## src/rtl/alu_issue_ctrl_pkg.sv

```systemverilog
// Shared definitions for the ALU issue controller: opcodes, PSR bit layout,
// FSM state type and opcode classification helpers.
package alu_issue_ctrl_pkg;

  localparam logic [7:0] OP_AND  = 8'h01;
  localparam logic [7:0] OP_OR   = 8'h02;
  localparam logic [7:0] OP_XOR  = 8'h03;
  localparam logic [7:0] OP_ADD  = 8'h05;
  localparam logic [7:0] OP_CMP  = 8'h0B;
  localparam logic [7:0] OP_LSH  = 8'h84;
  localparam logic [7:0] OP_ASHU = 8'h86;

  localparam int unsigned PSR_C = 0;
  localparam int unsigned PSR_L = 1;
  localparam int unsigned PSR_F = 2;
  localparam int unsigned PSR_Z = 3;
  localparam int unsigned PSR_N = 4;

  typedef enum logic [1:0] {
    ST_IDLE,
    ST_EXEC,
    ST_WB
  } state_e;

  function automatic logic op_writes_reg(input logic [7:0] op);
    case (op)
      OP_AND, OP_OR, OP_XOR, OP_ADD, OP_LSH, OP_ASHU: return 1'b1;
      default:                                        return 1'b0;
    endcase
  endfunction

  function automatic logic op_supported(input logic [7:0] op);
    return op_writes_reg(op) || (op == OP_CMP);
  endfunction

  // PSR bits an opcode is allowed to modify; zero for everything else.
  function automatic logic [4:0] psr_mask(input logic [7:0] op);
    logic [4:0] m;
    m = '0;
    if (op == OP_ADD) begin
      m[PSR_C] = 1'b1;
      m[PSR_F] = 1'b1;
    end else if (op == OP_CMP) begin
      m[PSR_L] = 1'b1;
      m[PSR_Z] = 1'b1;
      m[PSR_N] = 1'b1;
    end
    return m;
  endfunction

endpackage

```

## src/rtl/alu_issue_ctrl_alu.sv

```systemverilog
// Combinational 16-bit ALU. Shift amount is B[4:0] as a signed value:
// positive shifts left, negative shifts right (logical for LSH, arithmetic for ASHU).
module alu_issue_ctrl_alu
  import alu_issue_ctrl_pkg::*;
(
  input  logic [15:0] A,
  input  logic [15:0] B,
  input  logic [7:0]  Op,
  output logic [4:0]  Flags,
  output logic [15:0] Output
);

  logic [16:0] sum;
  logic [4:0]  neg_amt;

  always_comb begin
    Output  = '0;
    Flags   = '0;
    sum     = {1'b0, A} + {1'b0, B};
    neg_amt = 5'd0 - B[4:0];
    case (Op)
      OP_AND: Output = A & B;
      OP_OR:  Output = A | B;
      OP_XOR: Output = A ^ B;
      OP_ADD: begin
        Output       = sum[15:0];
        Flags[PSR_C] = sum[16];
        Flags[PSR_F] = (A[15] == B[15]) && (sum[15] != A[15]);
      end
      OP_CMP: begin
        Flags[PSR_L] = A < B;
        Flags[PSR_Z] = A == B;
        Flags[PSR_N] = $signed(A) < $signed(B);
      end
      OP_LSH:  Output = B[4] ? (A >> neg_amt) : (A << B[3:0]);
      OP_ASHU: Output = B[4] ? 16'($signed(A) >>> neg_amt) : (A << B[3:0]);
      default: begin
        Output = '0;
        Flags  = '0;
      end
    endcase
  end

endmodule

```

## src/rtl/alu_issue_ctrl.sv

```systemverilog
// Three-cycle ALU command issue controller: operand capture, execute, writeback,
// with an inline register file, preload port and masked PSR update.
module alu_issue_ctrl
  import alu_issue_ctrl_pkg::*;
#(
  parameter int unsigned NREGS = 16
) (
  input  logic        clk,
  input  logic        reset_n,
  input  logic        cmd_valid,
  output logic        cmd_ready,
  input  logic [7:0]  cmd_op,
  input  logic [3:0]  cmd_rdest,
  input  logic [3:0]  cmd_rsrc,
  input  logic        cmd_imm_en,
  input  logic [15:0] cmd_imm,
  input  logic        ld_en,
  input  logic [3:0]  ld_addr,
  input  logic [15:0] ld_data,
  input  logic [3:0]  dbg_addr,
  output logic [15:0] dbg_data,
  output logic [4:0]  psr,
  output logic        done,
  output logic        err
);

  state_e      state_q, state_d;
  logic [15:0] a_q, a_d;
  logic [15:0] b_q, b_d;
  logic [7:0]  op_q, op_d;
  logic [3:0]  rdest_q, rdest_d;
  logic [15:0] res_q, res_d;
  logic [4:0]  flags_q, flags_d;
  logic [4:0]  psr_q, psr_d;
  logic [15:0] regs_q [NREGS];
  logic [15:0] regs_d [NREGS];

  logic [4:0]  alu_flags;
  logic [15:0] alu_out;

  // Loop-based lookup keeps addresses >= NREGS reading as zero for any NREGS.
  function automatic logic [15:0] rd_reg(input logic [3:0] addr);
    logic [15:0] v;
    v = '0;
    for (int unsigned i = 0; i < NREGS; i++) begin
      if (32'(addr) == i) v = regs_q[i];
    end
    return v;
  endfunction

  alu_issue_ctrl_alu u_alu (
    .A      (a_q),
    .B      (b_q),
    .Op     (op_q),
    .Flags  (alu_flags),
    .Output (alu_out)
  );

  always_comb begin
    state_d   = state_q;
    a_d       = a_q;
    b_d       = b_q;
    op_d      = op_q;
    rdest_d   = rdest_q;
    res_d     = res_q;
    flags_d   = flags_q;
    psr_d     = psr_q;
    regs_d    = regs_q;
    cmd_ready = 1'b0;
    done      = 1'b0;
    err       = 1'b0;
    case (state_q)
      ST_IDLE: begin
        cmd_ready = 1'b1;
        if (ld_en) begin
          for (int unsigned i = 0; i < NREGS; i++) begin
            if (32'(ld_addr) == i) regs_d[i] = ld_data;
          end
        end
        // Operands come from regs_q, so a same-edge load is not seen here.
        if (cmd_valid) begin
          a_d     = rd_reg(cmd_rdest);
          b_d     = cmd_imm_en ? cmd_imm : rd_reg(cmd_rsrc);
          op_d    = cmd_op;
          rdest_d = cmd_rdest;
          state_d = ST_EXEC;
        end
      end
      ST_EXEC: begin
        res_d   = alu_out;
        flags_d = alu_flags;
        state_d = ST_WB;
      end
      ST_WB: begin
        done = 1'b1;
        err  = !op_supported(op_q);
        if (op_writes_reg(op_q)) begin
          for (int unsigned i = 0; i < NREGS; i++) begin
            if (32'(rdest_q) == i) regs_d[i] = res_q;
          end
        end
        psr_d   = (psr_q & ~psr_mask(op_q)) | (flags_q & psr_mask(op_q));
        state_d = ST_IDLE;
      end
      default: state_d = ST_IDLE;
    endcase
  end

  always_ff @(posedge clk or negedge reset_n) begin
    if (!reset_n) begin
      state_q <= ST_IDLE;
      a_q     <= '0;
      b_q     <= '0;
      op_q    <= '0;
      rdest_q <= '0;
      res_q   <= '0;
      flags_q <= '0;
      psr_q   <= '0;
      for (int unsigned i = 0; i < NREGS; i++) regs_q[i] <= '0;
    end else begin
      state_q <= state_d;
      a_q     <= a_d;
      b_q     <= b_d;
      op_q    <= op_d;
      rdest_q <= rdest_d;
      res_q   <= res_d;
      flags_q <= flags_d;
      psr_q   <= psr_d;
      regs_q  <= regs_d;
    end
  end

  assign dbg_data = rd_reg(dbg_addr);
  assign psr      = psr_q;

endmodule

```

## config.mk

```make
export PLATFORM = sky130hd
export DESIGN_NAME = alu_issue_ctrl
export DESIGN_NICKNAME = d
export VERILOG_FILES = /design/src/rtl/alu_issue_ctrl_pkg.sv /design/src/rtl/alu_issue_ctrl_alu.sv /design/src/rtl/alu_issue_ctrl.sv
export SDC_FILE = /design/constraint.sdc
export NUM_CORES = 1
export LEC_CHECK = 0
export CORE_UTILIZATION = 48
export CTS_BUF_LIST = sky130_fd_sc_hd__clkbuf_8
export DETAILED_ROUTE_END_ITERATION = 12
export PLACE_DENSITY = 0.67
export SLEW_MARGIN = 20
export SYNTH_ARGS = -nofsm -noshare
export SYNTH_HDL_FRONTEND = slang
export SYNTH_SLANG_ARGS = --single-unit
```

## constraint.sdc

```tcl
create_clock -name clk -period 6.4 [get_ports clk]
set_input_delay 0.64 -clock clk [delete_from_list [all_inputs] [get_ports clk]]
set_output_delay 0.64 -clock clk [all_outputs]
set_load 0.005 [all_outputs]
```

== Yosys cells after proc, flatten, opt, wreduce, memory -nomap -nowiden ==
Index checks and enable logic that the tools add are counted.
W data, S select, Z words.

* Flip-flop bits (word level): 328
* Logic and storage cells: 294

* Add/subtract/negate cells: 2
* Order comparisons: 2
* Eq/ne operators: 122
* Shift operators: 3
* Multiplexer cells: 106
* Bitwise operators: 7
* Reduce and logical (&&, ||, !) cells: 28

{| class="wikitable"
|+ Operator list
! operator !! number
|-
| $mux W16 || 83
|-
| $mux W256 || 2
|-
| $pmux W256 S2 || 1
|-
| $eq A4 B4 Y1 const B || 40
|-
| $pmux W16 S6 || 1
|-
| $eq A4 B3 Y1 const B || 20
|-
| $reduce_and A5 Y1 || 16
|-
| $ne A2 B2 Y1 const B || 35
|-
| $eq A4 B2 Y1 const B || 10
|-
| $lt A16 B16 Y1 || 2
|-
| $eq A4 B1 Y1 const B || 5
|-
| $logic_not A4 Y1 || 5
|-
| $add A16 B16 Y17 || 1
|-
| $and A16 B16 Y16 || 1
|-
| $eq A16 B16 Y1 || 1
|-
| $eq A8 B2 Y1 const B || 2
|-
| $eq A8 B8 Y1 const B || 2
|-
| $or A16 B16 Y16 || 1
|-
| $shl A16 B4 Y16 || 1
|-
| $shr A16 B5 Y16 || 1
|-
| $sshr A16 B5 Y16 || 1
|-
| $xor A16 B16 Y16 || 1
|-
| $mux W1 || 13
|-
| $and A5 B5 Y5 || 2
|-
| other kinds (19) || 23
|}

== Longest topological paths before layout ==
* Word-level depth: 18
* Gate-level depth with buffers: 14

== Cells and area by module ==
A second synthesis with hierarchy kept.

* Cells, all modules: 2535
* Area, all modules: 25375.6 sq um

{| class="wikitable"
|+ Modules (own cells, without submodules)
! module !! times used !! cells each !! area an instance (sq um) !! sequential area each (sq um)
|-
| alu_issue_ctrl || 1 || 1980 || 21501.9 || 8207.9
|-
| alu_issue_ctrl_alu || 1 || 555 || 3873.7 || 0.0
|}

== Worst setup path before layout ==
OpenSTA, ideal clock, no wires.

* Path kind: register to register
* Start: reg b_q[0]
* End: reg res_q[2]
* Library setup time: 0.137 ns
* Data arrival time: 2.810 ns
* Path slack: 3.453 ns
* Cell stages (with the launch flop): 12
* Path buffers: 4
* Cell sequence: dfrtp_1 buf_2 buf_2 inv_1 ha_1 buf_2 buf_2 mux4_2 mux4_2 a22o_1 a21oi_1 a21oi_1

* Cells in the longest elaborated chain, start to end: 4
* Elaborated cells between the ends (all ways): 8
* Those cells by class: add/sub (2); shift (3); mux (3)

{| class="wikitable"
|+ Ends and longest elaborated chain
! what !! line !! text
|-
| start, declared || alu_issue_ctrl.sv:29 || <nowiki>logic [15:0] b_q, b_d;</nowiki>
|-
| start signal, assigned || alu_issue_ctrl.sv:113 || <nowiki>b_q <= '0;</nowiki>
|-
| start signal, assigned || alu_issue_ctrl.sv:123 || <nowiki>b_q <= b_d;</nowiki>
|-
| $sub A1 B5 Y5 || alu_issue_ctrl_alu.sv:20 || <nowiki>neg_amt = 5'd0 - B[4:0];</nowiki>
|-
| $sshr A16 B5 Y16 or $shr A16 B5 Y16 (tied branches) || alu_issue_ctrl_alu.sv:36, alu_issue_ctrl_alu.sv:35 ||
|-
| $mux W16 (on tied branches) || alu_issue_ctrl_alu.sv:36, alu_issue_ctrl_alu.sv:35 ||
|-
| $pmux W16 S6 (*) || alu_issue_ctrl_alu.sv:21 || <nowiki>case (Op)</nowiki>
|-
| end signal, assigned || alu_issue_ctrl.sv:126 || <nowiki>res_q <= res_d;</nowiki>
|-
| end, declared || alu_issue_ctrl.sv:32 || <nowiki>logic [15:0] res_q, res_d;</nowiki>
|}

Mark *: on every way between the ends. The rest lies on a longest branch, timed or not.
A chain may end at the register's enable or synchronous reset.

== Final worst setup path ==
* Start: in dbg_addr[1]
* End: out dbg_data[10]

* Cells in the longest elaborated chain, start to end: 17
* Elaborated cells between the ends (all ways): 32
* Those cells by class: eq/ne (15); mux (16); reduce/logical (1)

{| class="wikitable"
|+ Ends and longest elaborated chain
! what !! line !! text
|-
| start, declared || alu_issue_ctrl.sv:20 || <nowiki>input logic [3:0] dbg_addr,</nowiki>
|-
| $logic_not A4 Y1 || alu_issue_ctrl.sv:46 || <nowiki>if (32'(addr) == i) v = regs_q[i];</nowiki>
|-
| $mux W16 (15 in a row) || alu_issue_ctrl.sv:46 ||
|-
| $mux W16 (*) || alu_issue_ctrl.sv:46 ||
|-
| end, declared || alu_issue_ctrl.sv:21 || <nowiki>output logic [15:0] dbg_data,</nowiki>
|}

Marked as above.

==> flow_metrics.py <==
metrics = {
    "status": {
        "status": "finished, violations left",
        "violations": "negative hold slack",
    },
    "synthesis": {
        "yosys_warnings": 0,
        "yosys.cell_types.count": 84,
        "ys_seq_elements": 328,
        "synth_edf_count": 0,
        "syn-num-nets": 2886,
        "synthArstFlopShare": 1.00,
        "yosysTopAreaCell": "dfrtp_1",
        "ys.flop_type": "dfrtp_1",
        "synth.top_cell.area_share": 0.346,
        "syn_area_um2": 23700,
        "yosysSeqAreaShare": 0.346,
        "ys_top_cells_by_area": "dfrtp_1 (35%), a21oi_1 (8.4%), nor2_1 (6.6%), mux4_2 (6.3%), mux2i_1 (5.1%)",
        "synth.avg_cell_area_um2": 8.55,
        "syn_inst": 2774,
    },
    "power_and_ir_drop": {
        "ir_drop_v": 0.000277,
        "p_per_area_nw_per_um2": 457,
        "p_leak_nw": 10.5,
        "finalPower_w": 0.0120,
    },
    "timing": {
        "hold_violations": 5,
        "setup_viol": 0,
        "whs_ns": -0.00429,
        "finalCriticalPeriod_ns": 4.46,
        "fin_crit_sh": 0.697,
        "slew_headroom": 0.160,
        "rsz0062_at_grt": "no",
        "setup_tns_ns": 0,
        "clock_skew_ns": 0.0577,
        "fmax_mhz": 224,
        "slew_viol_final": 0,
        "worst_pin_slew_ns": 1.26,
    },
    "finish": {
        "nets": 2885,
        "areaGrowthSynthToFinish_pct": 10.8,
        "mostFrequentLayoutCell": "nor2_1",
        "drive_gt1_frac": 0.137,
        "final_cell_mix": "nor2_1 (420), a21oi_1 (398), dfrtp_1 (327)",
        "diodes": 0,
    },
    "routing": {
        "firstDrtPassIters": 7,
        "drtIter0Drc": 3358,
        "wl_um": 104000,
        "drcViolationCount": 0,
        "vias": 23610,
        "wire_per_inst_um": 30.0,
        "ant_nets": 0,
        "vias_per_cell": 6.78,
    },
    "die": {
        "start_util": 0.486,
        "dieArea_um2": 50300,
        "rows": 81,
        "io_pins": 85,
        "die_h_um": 224,
        "core_um2": 48800,
        "dieWidth_um": 224,
    },
    "clock_tree": {
        "cts_sinks": 328,
        "clk_transition_reported_paths_ns": 0.07,
        "tritoncts": "done",
        "cts-buffers-inserted": 58,
        "cts_buffer_depth": 3,
        "htree_levels": 2,
        "post-cts-setup-buffers": 0,
        "clock_latency_ns": 0.73,
        "clock-root-buffer": "clkbuf_8",
        "cts_hold_buffers": 0,
        "post_cts_resized": 0,
    },
    "setup_path": {
        "cp.required_ns": 5.76,
        "cp-start-kind": "input port",
        "cp.arrival_ns": 3.82,
        "cp_max_fo": 64,
        "path_class": "input port to output port",
        "end_kind": "output port",
    },
    "global_route": {
        "antenna_found_initial": 0,
        "grt_max_degree": 105,
        "grt_usage": 0.415,
        "grt_pass1_vias": 22294,
        "grt_pass1_wl_um": 154000,
        "gr-total-overflow": 0,
    },
    "min_path": {
        "min_path_type": "input port to asynchronous set/reset pin",
    },
    "place": {
        "routabilityCongestion": 1.02,
        "port_buffers": 84,
        "hpwl_um": 74700,
    },
    "flow_run": {
        "cap_viol_max_count": 0,
    },
}
[sequential cells by signal (all words and copies together), names as in the netlist, named ones only]
signal / cells
regs_q: 256
a_q: 16
b_q: 16
res_q: 16
op_q: 8
flags_q: 5
rdest_q: 4
state_q: 2
[cells by family (layout without fill, tap and decap cells)]
logic type | count (synthesis) | in the layout | synth area share
compound gates | 980 | 980 | 0.257
simple gates | 849 | 849 | 0.162
flops | 328 | 328 | 0.346
buf+inv | 299 | 345 | 0.0569
mux | 256 | 256 | 0.146
fa+ha+maj | 51 | 51 | 0.0272
xor+xnor | 11 | 11 | 0.00406
[final cells by class]
type                    instances  area [um2]
fillers                      4579       22600
multi-input cells            2147       14200
flip-flops and latches        328        8210
repair buffers                174        1510
clock buffers                  74        1020
well taps                     664         831
clock inverters                33         245
inverters                      64         240
[worst max-delay path, stage by stage]
cell and delay (ns):
buf_4 0.65, nor2b_1 0.37, and2_1 0.36, a221oi_1 0.15, or3_1 0.40, a31oi_1 0.16
a31oi_1 0.07, o221ai_1 0.39, clkdlybuf4s50_1 0.58
[per-stage QoR]
step | hold WS [ns] | util | area (um2) | setup WS, ns | std cells
after global routing | 0.0364 | 0.538 | 26300 | 1.86 | 3484
after floorplan | 0.344 | - | 23700 | 3.45 | 2774
after CTS | 0.0107 | 0.538 | 26300 | 2.03 | 3484
final | -0.00429 | 0.538 | 26300 | 1.94 | 3484
after detailed placement | 0.457 | 0.512 | 25000 | 2.03 | 3377
after global placement | 0.454 | 0.512 | 25000 | 2.15 | 3377
[Yosys cell counts (10+ instances only)]
library cell	n
a211oi_1	27
a21o_1	13
a21oi_1	398
a21oi_2	25
a221oi_1	20
a22o_1	15
a22oi_1	30
a311oi_1	10
a31oi_1	29
and3_1	10
buf_1	17
buf_2	89
buf_4	27
clkbuf_1	100
dfrtp_1	328
ha_1	50
inv_1	59
mux2_2	68
mux2i_1	122
mux4_2	66
nand2_1	200
nand2b_1	21
nand3_1	40
nor2_1	420
nor2b_1	47
nor3_1	36
nor3_4	10
o2111ai_1	10
o211ai_1	30
o21a_1	10
o21ai_0	178
o221ai_1	18
o22ai_1	56
o31ai_1	12
o32ai_1	10
or3_1	12
[per-layer routing]
layer  track usage  routed length, um
met5             0                  0
met4         0.226               6310
met3        0.0666               9570
met2         0.637              46400
met1         0.562              42200
[power breakdown]
group          total [W]  switching [W]  internal [W]
Clock            0.00215       0.000982       0.00116
Sequential       0.00445        0.00144       0.00301
Combinational    0.00542        0.00313       0.00230
Total             0.0120        0.00555       0.00647
[worst paths after layout]
kind / start / end / slack, ns / cells past startpoint
max: dbg_addr[1] / dbg_data[10] / 1.94 / 9
min: reset_n / asynchronous set/reset pin / -0.004 / 1
max reg2reg: b_q[3] / res_q[14] / 2.42 / 10
min reg2reg: flags_q[1] / flags_q[1] / 0.46 / 2
max in group asynchronous: reset_n / regs_q[229] / 4.93 / 2
min in group clk: flags_q[1] / flags_q[1] / 0.46 / 2
No activity file was read; power rests on OpenSTA's default activity.
